`config.mk`:
```
export PLATFORM = sky130hd
export DESIGN_NAME = sram_ctrl
export DESIGN_NICKNAME = d
export VERILOG_FILES = /design/src/rtl/sram_ctrl_pkg.sv /design/src/rtl/sram_ctrl.sv
export SDC_FILE = /design/constraint.sdc
export NUM_CORES = 1
export LEC_CHECK = 0
export BUFFER_PORTS_ARGS = -buffer_cell sky130_fd_sc_hd__buf_2
export CORE_AREA = 2 2 108 110
export CTS_CLUSTER_SIZE = 20
export DETAILED_ROUTE_END_ITERATION = 7
export DIE_AREA = 0 0 110 112
export HOLD_SLACK_MARGIN = 0.1
export PLACE_DENSITY = 0.68
export SLEW_MARGIN = 20
export SYNTH_ARGS = -nofsm -noshare
export SYNTH_HDL_FRONTEND = slang
export SYNTH_SLANG_ARGS = --single-unit
```
`constraint.sdc`:
```
create_clock -name i_clk -period 1.95 [get_ports i_clk]
set_clock_uncertainty 0.15 [all_clocks]
set_input_delay 0.585 -clock i_clk [delete_from_list [all_inputs] [get_ports i_clk]]
set_output_delay 0.585 -clock i_clk [all_outputs]
set_load 0.05 [all_outputs]
```
`src/rtl/sram_ctrl_pkg.sv`:
```
// Shared types and default sizing for the SRAM front-end controller.
// The state encodings are fixed at 2 bits so that other blocks can decode them.
package sram_ctrl_pkg;

  localparam int BW_DATA_DEF = 64;
  localparam int BW_ADDR_DEF = 6;

  typedef enum logic [1:0] {
    ST_INIT    = 2'd0,
    ST_IDLE    = 2'd1,
    ST_RD_WAIT = 2'd2,
    ST_RSP     = 2'd3
  } state_t;

endpackage

```
`src/rtl/sram_ctrl.sv`:
```
// Single-port SRAM controller: clears the whole memory after reset, then serves
// single-cycle writes and 2-cycle reads with at most one read outstanding.
//
// state    | meaning
// ---------+-----------------------------------------------------------
// INIT     | write zero to every word, one address per cycle
// IDLE     | accept a request; a write completes in the same cycle
// RD_WAIT  | memory returns read data; it is captured into o_rsp_rdata
// RSP      | hold o_rsp_valid/o_rsp_rdata until the consumer takes them
module sram_ctrl
  import sram_ctrl_pkg::*;
#(
  parameter int BW_DATA = BW_DATA_DEF,
  parameter int BW_ADDR = BW_ADDR_DEF
) (
  input  logic               i_clk,
  input  logic               i_rstn,
  input  logic               i_req_valid,
  output logic               o_req_ready,
  input  logic               i_req_we,
  input  logic [BW_ADDR-1:0] i_req_addr,
  input  logic [BW_DATA-1:0] i_req_wdata,
  output logic               o_rsp_valid,
  input  logic               i_rsp_ready,
  output logic [BW_DATA-1:0] o_rsp_rdata,
  output logic               o_init_done,
  output logic [BW_ADDR-1:0] o_mem_addr,
  output logic [BW_DATA-1:0] o_mem_data,
  output logic               o_mem_wen,
  output logic               o_mem_oen,
  input  logic [BW_DATA-1:0] i_mem_data
);

  state_t           state;
  state_t           state_nxt;
  logic [BW_ADDR:0] init_cnt;
  logic             init_last;

  // One spare counter bit; the counter parks on the last address instead of wrapping.
  assign init_last = (init_cnt == {1'b0, {BW_ADDR{1'b1}}});

  always_ff @(posedge i_clk or negedge i_rstn) begin
    if (!i_rstn) begin
      state       <= ST_INIT;
      init_cnt    <= '0;
      o_init_done <= 1'b0;
      o_rsp_rdata <= '0;
    end else begin
      state <= state_nxt;
      if (state == ST_INIT) begin
        if (init_last) o_init_done <= 1'b1;
        else           init_cnt    <= init_cnt + {{BW_ADDR{1'b0}}, 1'b1};
      end
      if (state == ST_RD_WAIT) o_rsp_rdata <= i_mem_data;
    end
  end

  always_comb begin
    state_nxt   = state;
    o_req_ready = 1'b0;
    o_rsp_valid = 1'b0;
    o_mem_wen   = 1'b0;
    o_mem_oen   = 1'b0;
    o_mem_addr  = i_req_addr;
    o_mem_data  = i_req_wdata;
    case (state)
      ST_INIT: begin
        // State already sits in INIT during reset, so gate the strobe with reset.
        o_mem_wen  = i_rstn;
        o_mem_addr = init_cnt[BW_ADDR-1:0];
        o_mem_data = '0;
        if (init_last) state_nxt = ST_IDLE;
      end
      ST_IDLE: begin
        o_req_ready = 1'b1;
        if (i_req_valid) begin
          if (i_req_we) begin
            o_mem_wen = 1'b1;
          end else begin
            o_mem_oen = 1'b1;
            state_nxt = ST_RD_WAIT;
          end
        end
      end
      ST_RD_WAIT: begin
        state_nxt = ST_RSP;
      end
      ST_RSP: begin
        o_rsp_valid = 1'b1;
        if (i_rsp_ready) state_nxt = ST_IDLE;
      end
      default: begin
        state_nxt = ST_INIT;
      end
    endcase
  end

endmodule

```
# After elaboration in Yosys (flattened, before gate mapping)
# Index checks and enable logic that the tools add are counted.
dict set report word_totals {
  reg_bits 74
  in_bits 139
  out_inout_bits 139
}
dict set report classes {
  addsub 1
  eq_ne 8
  muxes 15
  n_bitwise 1
  reduce_logical 4
}
# operator count
set op_table {}
lappend op_table {{$mux W64} 1}
lappend op_table {{$mux W2} 4}
lappend op_table {{$ne A2 B2 Y1 const B} 4}
lappend op_table {{$pmux W2 S4} 1}
lappend op_table {{$add A7 B1 Y7 const B} 1}
lappend op_table {{$eq A7 B6 Y1 const B} 1}
lappend op_table {{$mux W1} 7}
lappend op_table {{$mux W6} 1}
lappend op_table {{$eq A2 B2 Y1 const B} 2}
lappend op_table {{$reduce_and A2 Y1} 2}
lappend op_table {{$reduce_and A4 Y1} 1}
lappend op_table {{$eq A2 B1 Y1 const B} 1}
lappend op_table {{$logic_not A2 Y1} 1}
lappend op_table {{$pmux W1 S2} 1}
lappend op_table {{$not A1 Y1} 1}

# Logic depth before layout (Yosys ltp)
dict set report depth {
  ltp_word 3
  depth_mapped 6
  depth_no_buf 5
}

# Least setup slack after synthesis
# No wires, ideal clock.
dict set report synth_timing {
  kind {reg-to-output}
  start {register state[0]}
  end {output o_mem_data[10]}
  arrival_time_ps 1791
  slack_ps -576
  stages_incl_launch_ff 6
  n_path_buf 2
  cell_sequence {dfrtp_1 inv_1 ha_1 buf_2 clkbuf_1 nor2b_1}
}
dict set report synth_via {
  elab_chain_len 2
}
# element line
set synth_rtl {}
lappend synth_rtl {{start: declaration} sram_ctrl.sv:34} ;# state_t state;
lappend synth_rtl {{start signal: assignment} sram_ctrl.sv:49} ;# state <= state_nxt;
lappend synth_rtl {{$logic_not A2 Y1} sram_ctrl.sv:66} ;# case (state)
lappend synth_rtl {{$mux W64} sram_ctrl.sv:66}
lappend synth_rtl {{end: declaration} sram_ctrl.sv:28} ;# output logic [BW_DATA-1:0] o_mem_data,
# Every way passes these cells.

# Worst setup path after layout
dict set report layout_timing {
  start {register state[1]}
  end {output o_mem_addr[3]}
}
dict set report layout_via {
  elab_chain_len 2
}
# element line
set layout_rtl {}
lappend layout_rtl {{$logic_not A2 Y1} sram_ctrl.sv:66}
lappend layout_rtl {{$mux W6} sram_ctrl.sv:66}
lappend layout_rtl {{end: declaration} sram_ctrl.sv:27} ;# output logic [BW_ADDR-1:0] o_mem_addr,
# Every way passes these cells.

==> results.toml <==
[yosys]
yosysWarnings = 0
synth_ff_type = "dfrtp_1"
synth_top_area_cell = "dfrtp_1"
synth_top_cell_area_share_pct = 54.3
synthTopCellsByArea = "dfrtp_1 (54%), mux2_2 (24%), nor2b_1 (12%), ha_1 (2.2%), buf_2 (1.0%)"
synth_edf_count = 0
seq_area_frac_synth_pct = 54.3
synth.most_common_cell = "dfrtp_1"
syn_inst = 262
syn-num-nets = 407
synth_cell_types = 26
yosys-top-cells-count = "dfrtp_1 (74), mux2_2 (72), nor2b_1 (64), clkbuf_1 (8), buf_2 (7)"
async_reset_ff_share_pct = 100
syn_area_sq_um = 3410
syn_area_per_cell_sq_um = 13.0
synth_seq_cells = 74

[sta]
max-slew-margin-rel_pct = 73.2
rsz0062_at_grt = "yes"
hold_viol = 0
finalSetupViolations = 73
tightest_slew_ns = 0.402
min_period_over_period_pct = 121
worst_slack_ns = -0.402
period_needed_ns = 2.35
fmax_mhz = 425
drv_slew = 0
fin_tns_setup_ns = -24.46

[cts]
insertion_delay_ns = 0.32
holdBufCountCts = 0
clock_path_buffers = 2
h-tree-depth = 3
root_buffer = "clkbuf_16"
clock_sinks = 74
clk_pin_slew_worst_paths_ns = 0.06
cts_buffers = 9
cts_tree = "yes"

[worst_setup_path]
arrival_ns = 1.62
end_kind = "output pin"
path_cells = "inv_2 -> ha_4 -> buf_12 -> mux2_4 -> buf_6"
rr_startpoint = "init_cnt[1]"
cp_max_fo = 5
reg2regPathDepth = 5
r2r_slack_ns = 0.15
critPathRequiredTime_ns = 1.21
slowest_delay_ns = 0.40
worst-path-buf-inv = 3
cp_slowest_cell = "dfrtp_1"
worstReg2RegEnd = "state[1]"
worstSetupPathType = "flop to output pin"
startpoint_type = "flop"
path_delay_family = "flip-flops"

[global_route]
track_usage_pct = 18.7
grt_pass1_vias = 3517
antenna_found_initial = 1
grt_max_degree = 75
grt_pass1_wl_mm = 17.4
gr-total-overflow = 0

[floorplanning]
placementRows = 39
chipWidth_microns = 110
die_h_microns = 112
ios = 278
core-area_sq_um = 11200
die_area_sq_um = 12300
initial_core_util_pct = 30.5

[placement]
place_congestion = 0.738
numPortBuffers = 277
post-place-ws_ns = -0.145
dp_hpwl_mm = 8.27

[detailed_routing]
via_per_inst = 4.56
drc = 0
wire_per_inst_microns = 17.2
drtIter0Drc = 89
ant_nets = 0
drt-total-wl_mm = 12.2
num_vias = 3241
first_pass_iters = 4

[flow_run]
drv_cap = 0

[finish]
areaGrowthSynthToFinish_pct = 96.4
layout.nets = 706
post-route-util_pct = 60.0
nFillCells = 861
drive_above_1_share_pct = 82.9

[power]
pwr_density_cell_nw_per_um2 = 2030
finalPower_mw = 13.6
ir_drop_mv = 1.39
p_leak_nw = 3.44

[status]
failed_checks = "negative setup slack"
outcome = "complete, but fails checks"

[worst_hold_path]
hold_path.class = "input port to async pin"
state kept, by name, summed over array words and instances, names as in the netlist:
| register | count |
|---|---|
| state | 2 |
| init_cnt | 7 |
| o_init_done | 1 |
| o_rsp_rdata | 64 |
metal layers:
layer  share of wire (%)  track usage, %  vias to the layer above
met1                  32            18.0                     1523
li1                    -               -                     1496
met2                  54            34.2                      189
met5                   0               0                        -
met4                 4.5            10.1                        0
met3                 9.2            6.15                       33
final cells by class:
type / instances / area, sq um / area share (%)
inverters: 4 / 15.0 / 0.224
clock buffers: 11 / 233 / 3.47
clock inverters: 5 / 38.8 / 0.579
diodes: 1 / 2.50 / 0.0373
flip-flops and latches: 74 / 1850 / 27.6
repair buffers: 303 / 2340 / 35.0
well taps: 143 / 179 / 2.67
multi-input cells: 169 / 2040 / 30.4
metrics by stage:
step	instance area [sq um]	std cells	hold slack [ns]
global route	6700	710	0.175
global placement	5610	681	0.314
detailed placement	5610	681	0.327
floorplan	4060	262	0.139
CTS	6520	703	0.174
finish	6700	710	0.140
layout by cell type (no fill, tap or decap), types with 2 or more instances in the layout:
cell       synthesis  final
buf_2              7    202
dfrtp_1           74     74
mux2_2            72     66
nor2b_4            0     64
buf_6              0     53
buf_8              0     26
buf_4              0     10
clkbuf_16          0      9
buf_12             0      8
mux2_4             1      7
buf_16             0      4
o21ai_0            3      3
ha_4               0      3
inv_2              0      2
inv_1              4      2
nand2_1            3      2
nor3_1             2      2
nand4_1            2      2
a21oi_1            2      2
ha_1               6      2
clkbuf_1           8      2
clkinv_4           0      2
worst max-delay path by stage:
stage | slack (ns) | cells past startpoint | to | start
5_1_grt | -0.44 | 5 | o_mem_addr[3] | state[1]
4_1_cts | -0.40 | 5 | o_mem_addr[3] | state[1]
2_1_floorplan | -0.05 | 5 | o_mem_data[10] | state[0]
3_3_place_gp | -0.11 | 5 | o_mem_data[36] | state[0]
3_5_place_dp | -0.14 | 5 | o_mem_data[9] | state[0]
6_report | -0.40 | 5 | o_mem_addr[3] | state[1]
cells by family after synthesis:
group	Yosys count	synth area share, %
DFF	74	54.3
and+or+nand+nor	78	14.0
xor gates and xnor gates	2	0.513
adders and majority gates	6	2.20
AOI/OAI and AO/OA	9	2.20
buffers and inverters	19	2.35
muxes	74	24.5
power breakdown:
group	internal [mW]	switching, mW	leakage (nW)
clock	0.868	0.641	0.130
sequential	2.31	0.399	0.879
combinational	3.45	5.97	2.43
timing repair:
item	in CTS	in global routing
buffers inserted	5	6
gates cloned	2	0
resized for setup	166	26
pin swaps	4	2
setup endpoints to repair	74	74
hold endpoints to repair	0	0
Power figures use the tool's default switching activity.
